==> src/rtl/nanorv32_ahb_pkg.sv <==
// Shared AHB-Lite encodings and the peripheral bridge state type for the nanorv32 bus fabric.
package nanorv32_ahb_pkg;

  localparam logic [1:0] HTRANS_IDLE   = 2'd0;
  localparam logic [1:0] HTRANS_BUSY   = 2'd1;
  localparam logic [1:0] HTRANS_NONSEQ = 2'd2;
  localparam logic [1:0] HTRANS_SEQ    = 2'd3;

  localparam logic [2:0] HSIZE_BYTE = 3'd0;
  localparam logic [2:0] HSIZE_HALF = 3'd1;
  localparam logic [2:0] HSIZE_WORD = 3'd2;

  localparam logic HRESP_OKAY  = 1'b0;
  localparam logic HRESP_ERROR = 1'b1;

  typedef enum logic [1:0] {
    ST_IDLE,
    ST_ACCESS,
    ST_ERR1,
    ST_ERR2
  } bridge_state_e;

endpackage

==> src/rtl/nanorv32_ahb_periph_bridge_if.sv <==
// AHB-Lite slave-port signal bundle for the nanorv32 peripheral bridge.
interface nanorv32_ahb_periph_bridge_if;

  logic        periph_hsel;
  logic [31:0] periph_haddr;
  logic [1:0]  periph_htrans;
  logic        periph_hwrite;
  logic [2:0]  periph_hsize;
  logic        periph_hreadyin;
  logic [31:0] periph_hwdata;
  logic [31:0] periph_hrdata;
  logic        periph_hreadyout;
  logic        periph_hresp;

  modport master (
    output periph_hsel, periph_haddr, periph_htrans, periph_hwrite,
           periph_hsize, periph_hreadyin, periph_hwdata,
    input  periph_hrdata, periph_hreadyout, periph_hresp
  );

  modport slave (
    input  periph_hsel, periph_haddr, periph_htrans, periph_hwrite,
           periph_hsize, periph_hreadyin, periph_hwdata,
    output periph_hrdata, periph_hreadyout, periph_hresp
  );

endinterface

==> src/rtl/nanorv32_ahb_bytesel.sv <==
// Byte-lane decode from AHB hsize and low address bits, with an alignment/size legality flag.
module nanorv32_ahb_bytesel
  import nanorv32_ahb_pkg::*;
(
  input  logic [2:0] hsize,
  input  logic [1:0] addr_lo,
  output logic [3:0] bytesel,
  output logic       legal
);

  always_comb begin
    bytesel = 4'b0000;
    legal   = 1'b0;
    case (hsize)
      HSIZE_BYTE: begin
        legal   = 1'b1;
        bytesel = 4'b0001 << addr_lo;
      end
      HSIZE_HALF: begin
        legal = ~addr_lo[0];
        if (legal) bytesel = addr_lo[1] ? 4'b1100 : 4'b0011;
      end
      HSIZE_WORD: begin
        legal = (addr_lo == 2'b00);
        if (legal) bytesel = 4'b1111;
      end
      default: ;
    endcase
  end

endmodule

==> src/rtl/nanorv32_ahb_periph_bridge.sv <==
// AHB-Lite slave bridging onto NUM_PERIPH enable/ready peripheral channels.
// Optional wait-state timeout enabled by defining NANORV32_PERIPH_TIMEOUT_EN.
module nanorv32_ahb_periph_bridge
  import nanorv32_ahb_pkg::*;
#(
  parameter int NUM_PERIPH     = 4,
  parameter int PERIPH_ADDR_W  = 12,
  parameter int SEL_W          = 4,
  parameter int TIMEOUT_CYCLES = 255
) (
  input  logic                       clk_in,
  input  logic                       rst,
  nanorv32_ahb_periph_bridge_if.slave ahb,
  output logic [PERIPH_ADDR_W-1:0]   bus_addr,
  output logic [3:0]                 bus_bytesel,
  output logic                       bus_wr,
  output logic [31:0]                bus_din,
  output logic [NUM_PERIPH-1:0]      bus_en,
  input  logic [NUM_PERIPH*32-1:0]   bus_dout,
  input  logic [NUM_PERIPH-1:0]      bus_ready
);

  localparam logic [SEL_W:0] NUM_CH_W = (SEL_W+1)'(NUM_PERIPH);

  bridge_state_e              state_reg;
  logic [PERIPH_ADDR_W-1:0]   addr_reg;
  logic [3:0]                 bytesel_reg;
  logic                       wr_reg;
  logic [SEL_W-1:0]           ch_reg;
  logic [NUM_PERIPH-1:0]      bus_en_reg;

  logic                       accept;
  logic                       accept_go;
  logic                       acc_legal;
  logic                       size_legal;
  logic [3:0]                 acc_bytesel;
  logic [SEL_W-1:0]           acc_ch;
  logic [NUM_PERIPH-1:0]      acc_onehot;
  logic [31:0]                dout_word [NUM_PERIPH];
  logic [31:0]                sel_dout;
  logic                       sel_ready;
  logic                       unused_bits;

  assign accept = ahb.periph_hsel & ahb.periph_hreadyin & ahb.periph_htrans[1];
  assign acc_ch = ahb.periph_haddr[PERIPH_ADDR_W +: SEL_W];

  nanorv32_ahb_bytesel u_bytesel (
    .hsize   (ahb.periph_hsize),
    .addr_lo (ahb.periph_haddr[1:0]),
    .bytesel (acc_bytesel),
    .legal   (size_legal)
  );

  assign acc_legal = size_legal & ({1'b0, acc_ch} < NUM_CH_W);

  generate
    for (genvar gi = 0; gi < NUM_PERIPH; gi++) begin : g_chan
      assign dout_word[gi]  = bus_dout[32*gi +: 32];
      assign acc_onehot[gi] = (acc_ch == SEL_W'(gi));
    end
  endgenerate

  always_comb begin
    sel_dout  = 32'h0;
    sel_ready = 1'b0;
    for (int i = 0; i < NUM_PERIPH; i++) begin
      if (ch_reg == SEL_W'(i)) begin
        sel_dout  = dout_word[i];
        sel_ready = bus_ready[i];
      end
    end
  end

  // A new address phase is taken when idle, after an error, or in the ready cycle of an access.
  always_comb begin
    accept_go = 1'b0;
    case (state_reg)
      ST_IDLE, ST_ERR2: accept_go = accept;
      ST_ACCESS:        accept_go = accept & sel_ready;
      default:          accept_go = 1'b0;
    endcase
  end

`ifdef NANORV32_PERIPH_TIMEOUT_EN
  localparam int TO_W = ($clog2(TIMEOUT_CYCLES + 1) > 8) ? $clog2(TIMEOUT_CYCLES + 1) : 8;
  logic [TO_W-1:0] wait_cnt_reg;
`endif

  always_ff @(posedge clk_in) begin
    if (rst) begin
      state_reg   <= ST_IDLE;
      addr_reg    <= '0;
      bytesel_reg <= '0;
      wr_reg      <= 1'b0;
      ch_reg      <= '0;
      bus_en_reg  <= '0;
`ifdef NANORV32_PERIPH_TIMEOUT_EN
      wait_cnt_reg <= '0;
`endif
    end else if (accept_go) begin
      if (acc_legal) begin
        state_reg   <= ST_ACCESS;
        addr_reg    <= ahb.periph_haddr[PERIPH_ADDR_W-1:0];
        bytesel_reg <= acc_bytesel;
        wr_reg      <= ahb.periph_hwrite;
        ch_reg      <= acc_ch;
        bus_en_reg  <= acc_onehot;
`ifdef NANORV32_PERIPH_TIMEOUT_EN
        wait_cnt_reg <= '0;
`endif
      end else begin
        state_reg  <= ST_ERR1;
        bus_en_reg <= '0;
      end
    end else begin
      case (state_reg)
        ST_ACCESS: begin
          if (sel_ready) begin
            state_reg  <= ST_IDLE;
            bus_en_reg <= '0;
          end
`ifdef NANORV32_PERIPH_TIMEOUT_EN
          else if (wait_cnt_reg == TO_W'(TIMEOUT_CYCLES - 1)) begin
            state_reg  <= ST_ERR1;
            bus_en_reg <= '0;
          end else begin
            wait_cnt_reg <= wait_cnt_reg + TO_W'(1);
          end
`endif
        end
        ST_ERR1: state_reg <= ST_ERR2;
        default: state_reg <= ST_IDLE;
      endcase
    end
  end

  always_comb begin
    ahb.periph_hrdata    = 32'h0;
    ahb.periph_hreadyout = 1'b1;
    ahb.periph_hresp     = HRESP_OKAY;
    case (state_reg)
      ST_ACCESS: begin
        ahb.periph_hrdata    = sel_dout;
        ahb.periph_hreadyout = sel_ready;
      end
      ST_ERR1: begin
        ahb.periph_hreadyout = 1'b0;
        ahb.periph_hresp     = HRESP_ERROR;
      end
      ST_ERR2: ahb.periph_hresp = HRESP_ERROR;
      default: ;
    endcase
  end

  assign bus_addr    = addr_reg;
  assign bus_bytesel = bytesel_reg;
  assign bus_wr      = wr_reg;
  assign bus_din     = ahb.periph_hwdata;
  assign bus_en      = bus_en_reg;

  // Address bits above the channel selector and htrans[0] play no part in decode.
  assign unused_bits = ^{ahb.periph_haddr[31:PERIPH_ADDR_W+SEL_W], ahb.periph_htrans[0]};

endmodule

==> src/flat_wrapper.sv <==
// flat-port wrapper written by rule: the top's interface ports become plain ports
module nanorv32_ahb_periph_bridge_flat import nanorv32_ahb_pkg::*;
#(
  parameter int NUM_PERIPH     = 4,
  parameter int PERIPH_ADDR_W  = 12,
  parameter int SEL_W          = 4,
  parameter int TIMEOUT_CYCLES = 255
)
  (clk_in, rst, bus_addr, bus_bytesel, bus_wr, bus_din, bus_en, bus_dout, bus_ready, ahb_periph_hsel, ahb_periph_haddr, ahb_periph_htrans, ahb_periph_hwrite, ahb_periph_hsize, ahb_periph_hreadyin, ahb_periph_hwdata, ahb_periph_hrdata, ahb_periph_hreadyout, ahb_periph_hresp);
  nanorv32_ahb_periph_bridge_if ahb_i ();
  input  logic clk_in;
  input  logic rst;
  output logic [PERIPH_ADDR_W-1:0] bus_addr;
  output logic [3:0] bus_bytesel;
  output logic bus_wr;
  output logic [31:0] bus_din;
  output logic [NUM_PERIPH-1:0] bus_en;
  input  logic [NUM_PERIPH*32-1:0] bus_dout;
  input  logic [NUM_PERIPH-1:0] bus_ready;
  input wire logic [$bits(ahb_i.periph_hsel)-1:0] ahb_periph_hsel;
  input wire logic [$bits(ahb_i.periph_haddr)-1:0] ahb_periph_haddr;
  input wire logic [$bits(ahb_i.periph_htrans)-1:0] ahb_periph_htrans;
  input wire logic [$bits(ahb_i.periph_hwrite)-1:0] ahb_periph_hwrite;
  input wire logic [$bits(ahb_i.periph_hsize)-1:0] ahb_periph_hsize;
  input wire logic [$bits(ahb_i.periph_hreadyin)-1:0] ahb_periph_hreadyin;
  input wire logic [$bits(ahb_i.periph_hwdata)-1:0] ahb_periph_hwdata;
  output wire logic [$bits(ahb_i.periph_hrdata)-1:0] ahb_periph_hrdata;
  output wire logic [$bits(ahb_i.periph_hreadyout)-1:0] ahb_periph_hreadyout;
  output wire logic [$bits(ahb_i.periph_hresp)-1:0] ahb_periph_hresp;
  assign ahb_i.periph_hsel = ahb_periph_hsel;
  assign ahb_i.periph_haddr = ahb_periph_haddr;
  assign ahb_i.periph_htrans = ahb_periph_htrans;
  assign ahb_i.periph_hwrite = ahb_periph_hwrite;
  assign ahb_i.periph_hsize = ahb_periph_hsize;
  assign ahb_i.periph_hreadyin = ahb_periph_hreadyin;
  assign ahb_i.periph_hwdata = ahb_periph_hwdata;
  assign ahb_periph_hrdata = ahb_i.periph_hrdata;
  assign ahb_periph_hreadyout = ahb_i.periph_hreadyout;
  assign ahb_periph_hresp = ahb_i.periph_hresp;
  nanorv32_ahb_periph_bridge #(.NUM_PERIPH(NUM_PERIPH), .PERIPH_ADDR_W(PERIPH_ADDR_W), .SEL_W(SEL_W), .TIMEOUT_CYCLES(TIMEOUT_CYCLES)) u_core (.clk_in(clk_in), .rst(rst), .ahb(ahb_i), .bus_addr(bus_addr), .bus_bytesel(bus_bytesel), .bus_wr(bus_wr), .bus_din(bus_din), .bus_en(bus_en), .bus_dout(bus_dout), .bus_ready(bus_ready));
endmodule
==> config.mk <==
export PLATFORM = sky130hd
export DESIGN_NAME = nanorv32_ahb_periph_bridge_flat
export DESIGN_NICKNAME = d
export VERILOG_FILES = /design/src/rtl/nanorv32_ahb_pkg.sv /design/src/rtl/nanorv32_ahb_periph_bridge_if.sv /design/src/rtl/nanorv32_ahb_bytesel.sv /design/src/rtl/nanorv32_ahb_periph_bridge.sv /design/src/flat_wrapper.sv
export SDC_FILE = /design/constraint.sdc
export NUM_CORES = 1
export LEC_CHECK = 0
export CAP_MARGIN = 20
export CORE_ASPECT_RATIO = 0.6
export CORE_MARGIN = 10
export CORE_UTILIZATION = 25
export CTS_BUF_LIST = sky130_fd_sc_hd__clkbuf_4 sky130_fd_sc_hd__clkbuf_8
export DETAILED_ROUTE_END_ITERATION = 10
export GPL_ROUTABILITY_DRIVEN = 0
export PLACE_DENSITY_LB_ADDON = 0.08
export SYNTH_ARGS = -nofsm -noshare
export SYNTH_HDL_FRONTEND = slang
export SYNTH_SLANG_ARGS = --single-unit
==> constraint.sdc <==
create_clock -name clk_in -period 2.4 [get_ports clk_in]
set_clock_uncertainty 0.15 [all_clocks]
set_input_delay 0.6 -clock clk_in [delete_from_list [all_inputs] [get_ports clk_in]]
set_output_delay 0.6 -clock clk_in [all_outputs]
set_load 0.02 [all_outputs]
==> flow_metrics.env <==
export IMPL_syn_area_per_cell_um2=7.807
export IMPL_yosysSeqAreaShare_pct=20.48
export IMPL_synth_fa_ha_area_share_pct=1.422
export IMPL_syn_inst=338
export IMPL_end_kind="output port"
export IMPL_ys_dominant_reg_cell="dfxtp_1"
export IMPL_max_freq_ghz=0.3841
export IMPL_worstPathRequired_ps=1650
export IMPL_swShare_pct=27.50
export IMPL_cts_sinks=27
export IMPL_leakage_nw=1.890
export IMPL_cts_htree_levels=1
export IMPL_grt_pass1_wl_um=18930
export IMPL_cp_top_family="buffers and inverters"
export IMPL_dr_wl_met3_um=857
export IMPL_vias=3294
export IMPL_ys_seq_elements=27
export IMPL_cp_max_fo=13
export IMPL_period_share_pct=108.5
export IMPL_setup_ws_ps=-203.5
export IMPL_die_h_um=99.58
export IMPL_cts_tree="yes"
export IMPL_die_area_um2=15200
export IMPL_critPathMaxStageDelay_ps=430
export IMPL_synth_top_area_share_pct=20.48
export IMPL_start_util_pct=26.15
export IMPL_async_reset_ff_share_pct=0
export IMPL_vias_per_cell=4.902
export IMPL_crit_path_start_kind="flop"
export IMPL_grt_pass1_vias=3374
export IMPL_path_buf_inv=3
export IMPL_drv_slew=0
export IMPL_grt_use_total_pct=14.86
export IMPL_die_x_um=152.6
export IMPL_synth_top_family_by_area="compound AO/OA/AOI/OAI gates"
export IMPL_drtIter0Drc=113
export IMPL_p_per_area_nw_per_um2=249.5
export IMPL_hold_class="flop to flop"
export IMPL_coreArea_um2=10090
export IMPL_drc_errors=0
export IMPL_synthMuxAreaShare_pct=14.51
export IMPL_cts_root_buf="clkbuf_8"
export IMPL_routedWlPerCell_um=18.50
export IMPL_synth_most_common_cell="buf_4"
export IMPL_cts_buffers=3
export IMPL_gr_total_overflow=0
export IMPL_vdd_drop_max_mv=0.1952
export IMPL_timing_max_cap_violations=0
export IMPL_p_switching_mw=0.3639
export IMPL_worst_path_max_delay_cell="or3b_4"
export IMPL_drive_gt1_share_pct=28.31
export IMPL_worstPathArrival_ps=1850
export IMPL_p_int_mw=0.9595
export IMPL_synth_enable_flop_cells=0
export IMPL_hold_depth=2
export IMPL_synth_distinct_cells=41
export IMPL_utilization_pct=52.58
export IMPL_finalHoldViolCount=0
export IMPL_critical_path_depth=6
export IMPL_period_needed_ps=2604
export IMPL_diodes=0
export IMPL_clk_latency_ps=280
export IMPL_met2_wirelength_um=6140
export IMPL_syn_nets=547
export IMPL_cts_max_path_buffers=2
export IMPL_synth_xor_area_share_pct=0
export IMPL_critPathKind="flop to output port"
export IMPL_worst_pin_slew_ps=372.2
export IMPL_hold_buffers=0
export IMPL_comb_power_share_pct=45.0
export IMPL_rsz0062_at_grt="yes"
export IMPL_synth_compound_area_share_pct=27.07
export IMPL_pwr_share_seq_pct=34.2
export IMPL_synth_area_top_cells="dfxtp_1 (20%), buf_4 (9.1%), mux2i_1 (8.0%)"
export IMPL_syn_cell_area_um2=2639
export IMPL_place_worst_setup_slack_ps=-627.5
export IMPL_synthTopCellsByCount="buf_4 (32), dfxtp_1 (27), a21oi_1 (23), nand3_1 (23)"
export IMPL_portBuffers=211
export IMPL_violations="negative setup slack"
export IMPL_clkPwrFrac_pct=20.7
export IMPL_layout_nets=747
export IMPL_grt_antenna_before_repair=0
export IMPL_largest_reg_flops=12
export IMPL_syn_to_final_growth_pct=101.0
export IMPL_outcome="finished, violations left"
export IMPL_num_rows=28
export IMPL_io_pins=293
export IMPL_wl_met1_um=5384
export IMPL_path_cells="inv_2 > ha_4 > or3b_4 > clkbuf_16 > a311oi_1 > buf_2"
export IMPL_yosysTopAreaCell="dfxtp_1"
export IMPL_top_layer_used="met4"
export IMPL_slew_headroom_pct=75.04
export IMPL_r2r_cells=10
export IMPL_drt_wl_total_um=12430
export IMPL_drt_antenna_violating_nets=0
export IMPL_grt_max_degree=28
export IMPL_synth_simple_area_share_pct=20.77
export IMPL_finalSetupViolCount=32
export IMPL_path_clk_slew_ps=90
export IMPL_first_pass_iters=4
export IMPL_post_dp_hpwl_um=9960
export IMPL_ys_warnings_count=0
[cell families after synthesis]
family	count (synthesis)
simple gates	101
compound gates	101
flops	27
fa+ha+maj	3
buf+inv	70
mux	36
[power by group through the flow]
stage | combinational [mW] | clock, mW | sequential [mW]
3_3_place_gp | 0.553 | 0 | 0.465
2_1_floorplan | 0.257 | 0 | 0.466
6_report | 0.596 | 0.274 | 0.453
3_5_place_dp | 0.561 | 0 | 0.465
4_1_cts | 0.575 | 0.289 | 0.454
5_1_grt | 0.641 | 0.305 | 0.454
[through the flow]
stage | setup TNS (ps) | power [mW] | hold WS [ps] | instance area [µm²] | cells
4_1_cts | -4601 | 1.319 | 328.8 | 5122 | 664
2_1_floorplan | -4054 | 0.7231 | 336.7 | 2659 | 338
3_3_place_gp | -16970 | 1.018 | 308.6 | 4999 | 659
3_5_place_dp | -17950 | 1.026 | 316.6 | 4999 | 659
5_1_grt | -7500 | 1.400 | 348.0 | 5305 | 672
6_report | -4491 | 1.323 | 327.6 | 5305 | 672
[layout make-up]
class                           instances  area (µm²)
Fill cell                             985        4785
Timing Repair Buffer                  260        2589
Multi-Input combinational cell        241        1927
Sequential cell                        27       553.0
Tap cell                              135       168.9
Clock buffer                            4       48.80
Inverter                                5       18.77
[path summary, 6_finish.rpt]
kind                                                           end                        startpoint  slack (ps)
worst max register to register  u_core.bus_bytesel[3]$_SDFFE_PP0P_  u_core.state_reg[1]$_SDFFE_PP0P_          80
worst min-delay path               u_core.bus_addr[3]$_SDFFE_PP0P_   u_core.bus_addr[3]$_SDFFE_PP0P_         330
worst max-delay path                          ahb_periph_hrdata[8]  u_core.state_reg[1]$_SDFFE_PP0P_        -200
worst min register to register     u_core.bus_addr[3]$_SDFFE_PP0P_   u_core.bus_addr[3]$_SDFFE_PP0P_         330
[cell usage in the layout (no fill, tap or decap), types with 12 or more instances in the layout]
| cell | instances |
|---|---|
| nor2_1 | 17 |
| buf_4 | 57 |
| a21oi_1 | 22 |
| mux2i_1 | 21 |
| a211oi_1 | 18 |
| mux2_2 | 14 |
| buf_12 | 13 |
| o21ai_1 | 12 |
| nor2b_1 | 21 |
| clkdlybuf4s50_1 | 175 |
| dfxtp_1 | 23 |
| nand3_1 | 23 |
| a311oi_2 | 13 |
[timing repair]
item / 4_1_cts / 5_1_grt
pin swaps: 8 / 5
gates cloned: 0 / 1
setup buffers: 1 / 7
gates resized for setup: 227 / 36
setup endpoints to repair: 34 / 34
[worst min-delay path, cell delays in order, from the launching register on]
cell and delay, ps:
dfxtp_1 320, o21ai_0 60, a21oi_1 60
[metal layers]
layer	vias to the layer above	global-route usage, %
li1	1627	-
met1	1541	17.82
met2	112	26.22
met3	14	5.204
met4	0	0.9489
met5	-	0
Power figures use the tool's default switching activity.
